`src/rtl/pinpad_pkg.sv`:
```
// Shared types and key-code constants for the PIN-entry controller.
package pinpad_pkg;

  typedef logic [3:0] digit_t;

  localparam digit_t KEY_A    = 4'd10;
  localparam digit_t KEY_B    = 4'd11;
  localparam digit_t KEY_C    = 4'd12;
  localparam digit_t KEY_D    = 4'd13;
  localparam digit_t KEY_NONE = 4'd15;

  typedef enum logic [1:0] {
    ST_IDLE,
    ST_ENTRY,
    ST_CHECK,
    ST_LOCKOUT
  } pin_state_t;

  function automatic logic is_digit(input digit_t code);
    return code <= 4'd9;
  endfunction

endpackage

```
`src/rtl/pinpad_key_debounce.sv`:
```
// Turns the scanner's level valid/code into one strobe per press; re-arms only
// after the key has been released for DEBOUNCE_CYCLES consecutive cycles.
module pinpad_key_debounce
  import pinpad_pkg::*;
#(
  parameter int unsigned DEBOUNCE_CYCLES = 8
) (
  input  logic   clk,
  input  logic   reset_n,
  input  logic   key_valid,
  input  digit_t key_code,
  output logic   key_strobe,
  output digit_t strobe_code
);

  localparam int unsigned CNT_W = $clog2(DEBOUNCE_CYCLES + 1);
  localparam logic [CNT_W-1:0] CNT_MAX = CNT_W'(DEBOUNCE_CYCLES);

  logic [CNT_W-1:0] stable_cnt_reg, stable_cnt_next;
  logic [CNT_W-1:0] release_cnt_reg, release_cnt_next;
  digit_t           prev_code_reg;
  logic             armed_reg, armed_next;
  logic             strobe_reg;
  digit_t           code_reg;
  logic             pressed;
  logic             fire;

  assign pressed = key_valid && (key_code != KEY_NONE);

  always_comb begin
    stable_cnt_next = '0;
    // The first pressed cycle already counts, so a steady press strobes on cycle DEBOUNCE_CYCLES.
    if (pressed) begin
      if ((stable_cnt_reg == '0) || (key_code != prev_code_reg)) begin
        stable_cnt_next = CNT_W'(1);
      end else if (stable_cnt_reg != CNT_MAX) begin
        stable_cnt_next = stable_cnt_reg + CNT_W'(1);
      end else begin
        stable_cnt_next = CNT_MAX;
      end
    end

    release_cnt_next = '0;
    if (!armed_reg && !key_valid) begin
      release_cnt_next = (release_cnt_reg == CNT_MAX) ? CNT_MAX
                                                      : release_cnt_reg + CNT_W'(1);
    end

    fire = armed_reg && (stable_cnt_next == CNT_MAX);

    armed_next = armed_reg;
    if (fire) begin
      armed_next = 1'b0;
    end else if (!armed_reg && (release_cnt_next == CNT_MAX)) begin
      armed_next = 1'b1;
    end
  end

  always_ff @(posedge clk) begin
    if (!reset_n) begin
      stable_cnt_reg  <= '0;
      release_cnt_reg <= '0;
      prev_code_reg   <= KEY_NONE;
      armed_reg       <= 1'b1;
      strobe_reg      <= 1'b0;
      code_reg        <= KEY_NONE;
    end else begin
      stable_cnt_reg  <= stable_cnt_next;
      release_cnt_reg <= release_cnt_next;
      prev_code_reg   <= key_code;
      armed_reg       <= armed_next;
      strobe_reg      <= fire;
      code_reg        <= key_code;
    end
  end

  assign key_strobe  = strobe_reg;
  assign strobe_code = code_reg;

endmodule

```
`src/rtl/pinpad_entry_ctrl.sv`:
```
// PIN-entry sequencer: debounced keys drive a start/digit/backspace/cancel/submit FSM.
// Lockout after MAX_TRIES consecutive failures is built only with PINPAD_LOCKOUT_EN.
module pinpad_entry_ctrl
  import pinpad_pkg::*;
#(
  parameter int unsigned PIN_LEN         = 4,
  parameter int unsigned DEBOUNCE_CYCLES = 8,
  parameter int unsigned MAX_TRIES       = 3,
  parameter int unsigned LOCKOUT_CYCLES  = 1000
) (
  input  logic                         clk,
  input  logic                         reset_n,
  input  logic                         key_valid,
  input  logic [3:0]                   key_code,
  input  logic [4*PIN_LEN-1:0]         pin_ref,
  output logic                         entry_active,
  output logic [$clog2(PIN_LEN+1)-1:0] digit_count,
  output logic                         granted,
  output logic                         denied,
  output logic                         locked_out
);

  localparam int unsigned CNT_W = $clog2(PIN_LEN + 1);
  localparam int unsigned BUF_W = 4 * PIN_LEN;

  // Configurations outside these ranges are not supported.
  if (PIN_LEN < 1 || PIN_LEN > 8 || DEBOUNCE_CYCLES < 1 ||
      MAX_TRIES < 1 || LOCKOUT_CYCLES < 1) begin : g_bad_params
  end

  logic   key_strobe;
  digit_t key_sc;

  pinpad_key_debounce #(
    .DEBOUNCE_CYCLES (DEBOUNCE_CYCLES)
  ) u_debounce (
    .clk         (clk),
    .reset_n     (reset_n),
    .key_valid   (key_valid),
    .key_code    (key_code),
    .key_strobe  (key_strobe),
    .strobe_code (key_sc)
  );

  pin_state_t       state_reg;
  logic [BUF_W-1:0] pin_buf_reg;
  logic [CNT_W-1:0] digit_count_reg;
  logic             entry_active_reg;
  logic             granted_reg;
  logic             denied_reg;

  logic [BUF_W-1:0] buf_shl;
  logic [BUF_W-1:0] buf_shr;
  logic             buf_full;
  logic [PIN_LEN-1:0] nib_eq;
  logic             pin_match;

  assign buf_shl  = (pin_buf_reg << 4) | BUF_W'(key_sc);
  assign buf_shr  = pin_buf_reg >> 4;
  assign buf_full = (digit_count_reg == CNT_W'(PIN_LEN));

  for (genvar gi = 0; gi < PIN_LEN; gi++) begin : g_cmp
    assign nib_eq[gi] = (pin_buf_reg[gi*4 +: 4] == pin_ref[gi*4 +: 4]);
  end

  // A short entry leaves leading zero nibbles, so the count must also match.
  assign pin_match = buf_full && (&nib_eq);

`ifdef PINPAD_LOCKOUT_EN
  localparam int unsigned FAIL_W = $clog2(MAX_TRIES + 1);
  localparam int unsigned LOCK_W = (LOCKOUT_CYCLES > 1) ? $clog2(LOCKOUT_CYCLES) : 1;

  logic [FAIL_W-1:0] fail_cnt_reg;
  logic [FAIL_W-1:0] fail_cnt_inc;
  logic [LOCK_W-1:0] lock_timer_reg;
  logic              locked_out_reg;

  assign fail_cnt_inc = (fail_cnt_reg == FAIL_W'(MAX_TRIES)) ? fail_cnt_reg
                                                             : fail_cnt_reg + FAIL_W'(1);
`endif

  always_ff @(posedge clk) begin
    if (!reset_n) begin
      state_reg        <= ST_IDLE;
      pin_buf_reg      <= '0;
      digit_count_reg  <= '0;
      entry_active_reg <= 1'b0;
      granted_reg      <= 1'b0;
      denied_reg       <= 1'b0;
`ifdef PINPAD_LOCKOUT_EN
      fail_cnt_reg     <= '0;
      lock_timer_reg   <= '0;
      locked_out_reg   <= 1'b0;
`endif
    end else begin
      granted_reg <= 1'b0;
      denied_reg  <= 1'b0;

      case (state_reg)
        ST_IDLE: begin
          if (key_strobe && (key_sc == KEY_A)) begin
            pin_buf_reg      <= '0;
            digit_count_reg  <= '0;
            state_reg        <= ST_ENTRY;
            entry_active_reg <= 1'b1;
          end
        end

        ST_ENTRY: begin
          if (key_strobe) begin
            if (is_digit(key_sc)) begin
              if (!buf_full) begin
                pin_buf_reg     <= buf_shl;
                digit_count_reg <= digit_count_reg + CNT_W'(1);
              end
            end else begin
              case (key_sc)
                KEY_A: begin
                  pin_buf_reg     <= '0;
                  digit_count_reg <= '0;
                end
                KEY_B: begin
                  if (digit_count_reg != '0) begin
                    pin_buf_reg     <= buf_shr;
                    digit_count_reg <= digit_count_reg - CNT_W'(1);
                  end
                end
                KEY_C: begin
                  pin_buf_reg      <= '0;
                  digit_count_reg  <= '0;
                  state_reg        <= ST_IDLE;
                  entry_active_reg <= 1'b0;
                end
                KEY_D: begin
                  state_reg        <= ST_CHECK;
                  entry_active_reg <= 1'b0;
                end
                default: ;
              endcase
            end
          end
        end

        ST_CHECK: begin
          pin_buf_reg     <= '0;
          digit_count_reg <= '0;
          state_reg       <= ST_IDLE;
          if (pin_match) begin
            granted_reg <= 1'b1;
`ifdef PINPAD_LOCKOUT_EN
            fail_cnt_reg <= '0;
`endif
          end else begin
            denied_reg <= 1'b1;
`ifdef PINPAD_LOCKOUT_EN
            fail_cnt_reg <= fail_cnt_inc;
            if (fail_cnt_inc == FAIL_W'(MAX_TRIES)) begin
              state_reg      <= ST_LOCKOUT;
              locked_out_reg <= 1'b1;
              lock_timer_reg <= LOCK_W'(LOCKOUT_CYCLES - 1);
            end
`endif
          end
        end

        ST_LOCKOUT: begin
`ifdef PINPAD_LOCKOUT_EN
          // Timer holds remaining cycles minus one, giving exactly LOCKOUT_CYCLES high cycles.
          if (lock_timer_reg == '0) begin
            state_reg      <= ST_IDLE;
            locked_out_reg <= 1'b0;
            fail_cnt_reg   <= '0;
          end else begin
            lock_timer_reg <= lock_timer_reg - LOCK_W'(1);
          end
`else
          state_reg <= ST_IDLE;
`endif
        end

        default: begin
          state_reg        <= ST_IDLE;
          entry_active_reg <= 1'b0;
        end
      endcase
    end
  end

  assign entry_active = entry_active_reg;
  assign digit_count  = digit_count_reg;
  assign granted      = granted_reg;
  assign denied       = denied_reg;
`ifdef PINPAD_LOCKOUT_EN
  assign locked_out   = locked_out_reg;
`else
  assign locked_out   = 1'b0;
`endif

endmodule

```
`config.mk`:
```
export PLATFORM = sky130hd
export DESIGN_NAME = pinpad_entry_ctrl
export DESIGN_NICKNAME = d
export VERILOG_FILES = /design/src/rtl/pinpad_pkg.sv /design/src/rtl/pinpad_key_debounce.sv /design/src/rtl/pinpad_entry_ctrl.sv
export SDC_FILE = /design/constraint.sdc
export NUM_CORES = 1
export LEC_CHECK = 0
export CAP_MARGIN = 10
export CORE_MARGIN = 2
export CORE_UTILIZATION = 50
export CTS_CLUSTER_SIZE = 8
export DETAILED_ROUTE_END_ITERATION = 10
export PLACE_DENSITY = 0.74
export SYNTH_ARGS = -nofsm -noshare
export SYNTH_HDL_FRONTEND = slang
export SYNTH_SLANG_ARGS = --single-unit
```
`constraint.sdc`:
```
create_clock -name clk -period 2.4 [get_ports clk]
set_clock_uncertainty 0.15 [all_clocks]
set_input_delay 0.24 -clock clk [delete_from_list [all_inputs] [get_ports clk]]
set_output_delay 0.24 -clock clk [all_outputs]
set_load 0.1 [all_outputs]
```
==> qor.yml <==
floorplan:
  core.rowCount: 24
  initial_core_util_pct: 51.55
  core_area_sq_um: 4354
  io_pins: 30
  die_w_microns: 71
  die-area_sq_um: 5041
  dieHeight_microns: 71
sta:
  fin_crit_sh_pct: 82.40
  min_period_ns: 1.978
  setup_violations: 0
  finalSetupTns_ns: 0
  final_max_slew_viol_count: 0
  hold_viol: 0
  relSlewSlack_pct: 45.56
  worstMarginPinSlew_ns: 0.8111
  max_freq_ghz: 0.5056
  rsz0062_at_grt: "no"
routing:
  wl_per_cell_microns: 14.91
  dr.pass1.iters: 4
  ant_nets: 0
  routed_wirelength_microns: 4877
  vias: 1861
  drtIter0Drc: 89
  route.detailed.drc: 0
  viasPerCell: 5.691
setup_path:
  worstSetupEndpointType: "register"
  path_class: "reg2reg"
  cp-start-kind: "register"
  crit_required_ns: 2.42
  worstPathArrival_ns: 1.99
  crit_path_max_fanout: 13
cells_and_area:
  seq_area_sq_um: 760.7
  nNetsFinal: 304
  drive_above_1_share_pct: 9.091
  utilization_pct: 60.14
  n_antenna_cell: 0
  multiInputGateArea_sq_um: 1358
  fillers: 388
  areaGrowthSynthToFinish_pct: 16.67
  largest_register_ffs: 16
clocking:
  postCtsHoldBufs: 0
  ctsResizeCount: 0
  insertion_delay_ns: 0.28
  clkTransAtPathRegs_ns: 0.07
  post_cts_buffers: 0
  htreeDepth: 2
  cts_sinks: 38
  cts_tree: "built"
  root_buffer: "clkbuf_8"
  cts_buffers: 5
  clock_path_buffers: 2
yosys:
  ys_seq_area_share_pct: 33.89
  syn_nets: 280
  synth_top_area_share_pct: 33.89
  avgSynthCellArea_sq_um: 8.979
  synth.distinct_cells: 51
  ys.flop_type: "dfxtp_1"
  synth_top_area_cell: "dfxtp_1"
  netlist_area_sq_um: 2245
  yosysMostFrequentCell: "dfxtp_1"
  yosysWarnings: 0
  syn_inst: 250
  synth_edf_count: 0
  ys_top_cells_by_count: "dfxtp_1, nand2_1, mux2i_1"
  synth.area.top_cells: "dfxtp_1, mux2i_1, xnor2_1"
  ys_ff_latch: 38
  async_reset_ff_share_pct: 0
power:
  finalPower_mw: 1.213
  peakVddDrop_mv: 0.3662
  powerDensity_nw_per_um2: 463.2
  leakagePower_nw: 1.135
global_routing:
  met2_usage_pct: 31.36
  grt_pass1_vias: 1713
  grt_use_total_pct: 20.65
  grtUsageMet3_pct: 3.989
  grt_max_degree: 21
  grt_overflow_total: 0
  antenna_found_initial: 0
  use_met1_pct: 29.10
  grt_first_pass_wirelength_microns: 8259
  top_usage_layer: "met2"
status:
  outcome: "finished, final reports clean"
placement:
  port_buffers: 28
  dp_hpwl_microns: 3563
  place_congestion: 0.9356
min_path:
  hold_path_class: "reg2reg"
job:
  maxCapViolations: 0
==> final cells by class <==
class | count | share of cell area [%]
multi-input cells | 186 | 51.84
repair buffers | 34 | 11.85
inverters | 9 | 1.290
clock buffers | 7 | 3.297
flip-flops and latches | 38 | 29.05
well taps | 52 | 2.484
clock inverters | 1 | 0.1911
==> where the power goes <==
part / leakage, nW / total (mW) / switching (mW) / internal (mW)
clock network: 0.0482 / 0.442 / 0.211 / 0.232
logic: 0.779 / 0.122 / 0.0581 / 0.0636
registers: 0.307 / 0.649 / 0.0144 / 0.635
total: 1.13 / 1.21 / 0.283 / 0.930
==> final timing paths <==
| path | from | end | slack [ns] | cells after the start |
|---|---|---|---|---|
| worst max register to register | u_debounce.strobe_code[3]$_SDFF_PN1_ | pin_buf_reg[4]$_SDFFE_PN0P_ | 0.42 | 5 |
| worst min-delay path | u_debounce.release_cnt_reg[0]$_SDFF_PN0_ | u_debounce.release_cnt_reg[0]$_SDFF_PN0_ | 0.32 | 1 |
| worst max-delay path | u_debounce.strobe_code[3]$_SDFF_PN1_ | pin_buf_reg[4]$_SDFFE_PN0P_ | 0.42 | 5 |
| worst min register to register | u_debounce.release_cnt_reg[0]$_SDFF_PN0_ | u_debounce.release_cnt_reg[0]$_SDFF_PN0_ | 0.32 | 1 |
==> cell families after synthesis <==
logic type | share of synthesized area [%]
flops | 33.89
xor+xnor | 10.14
simple gates | 23.91
fa+ha+maj | 4.348
mux | 6.243
compound gates | 15.66
other cells | 0.1671
buf+inv | 5.630
==> worst max-delay path, stage by stage (launching register included) <==
cell	delay (ns)
dfxtp_1	0.60
buf_4	0.25
o21ai_1	0.29
and3_1	0.30
o21ai_0	0.17
mux2i_1	0.09
==> layer usage <==
| layer | wire [microns] | part of all wire, % | up-vias |
|---|---|---|---|
| met2 | 2208 | 45 | 39 |
| li1 | - | - | 942 |
| met3 | 183 | 3.8 | 4 |
| met4 | 58 | 1.2 | 0 |
| met5 | 0 | 0 | - |
| met1 | 2427 | 50 | 876 |
==> cells in the final DEF, fill, tap and decap left out, drive strengths merged, types with 2 or more instances in the layout <==
cell and n:
dfxtp 38, nand2 26, clkdlybuf4s50 22, mux2i 14
o21ai 14, xnor2 13, xor2 13, and3 12
buf 12, and4 10, inv 9, ha 7
nor2 7, clkbuf 7, nand3 6, nand2b 5
nor2b 5, a32o 5, nor4 5, and2 4
a21oi 4, nand4 2, o211a 2, a32oi 2
a31oi 2, o21a 2, a22o 2, nand3b 2
o211ai 2, nor3 2, a21boi 2, and3b 2
==> through the flow <==
step | std cells | setup WS, ns | area [sq um] | hold slack, ns
2_1_floorplan | 250 | 0.04775 | 2245 | 0.1915
3_3_place_gp | 319 | 0.4948 | 2527 | 0.3016
3_5_place_dp | 319 | 0.4547 | 2527 | 0.3060
4_1_cts | 327 | 0.4331 | 2619 | 0.3232
5_1_grt | 327 | 0.2871 | 2619 | 0.3408
6_report | 327 | 0.4223 | 2619 | 0.3180
Note: power is estimated with default switching activity, not from simulation.
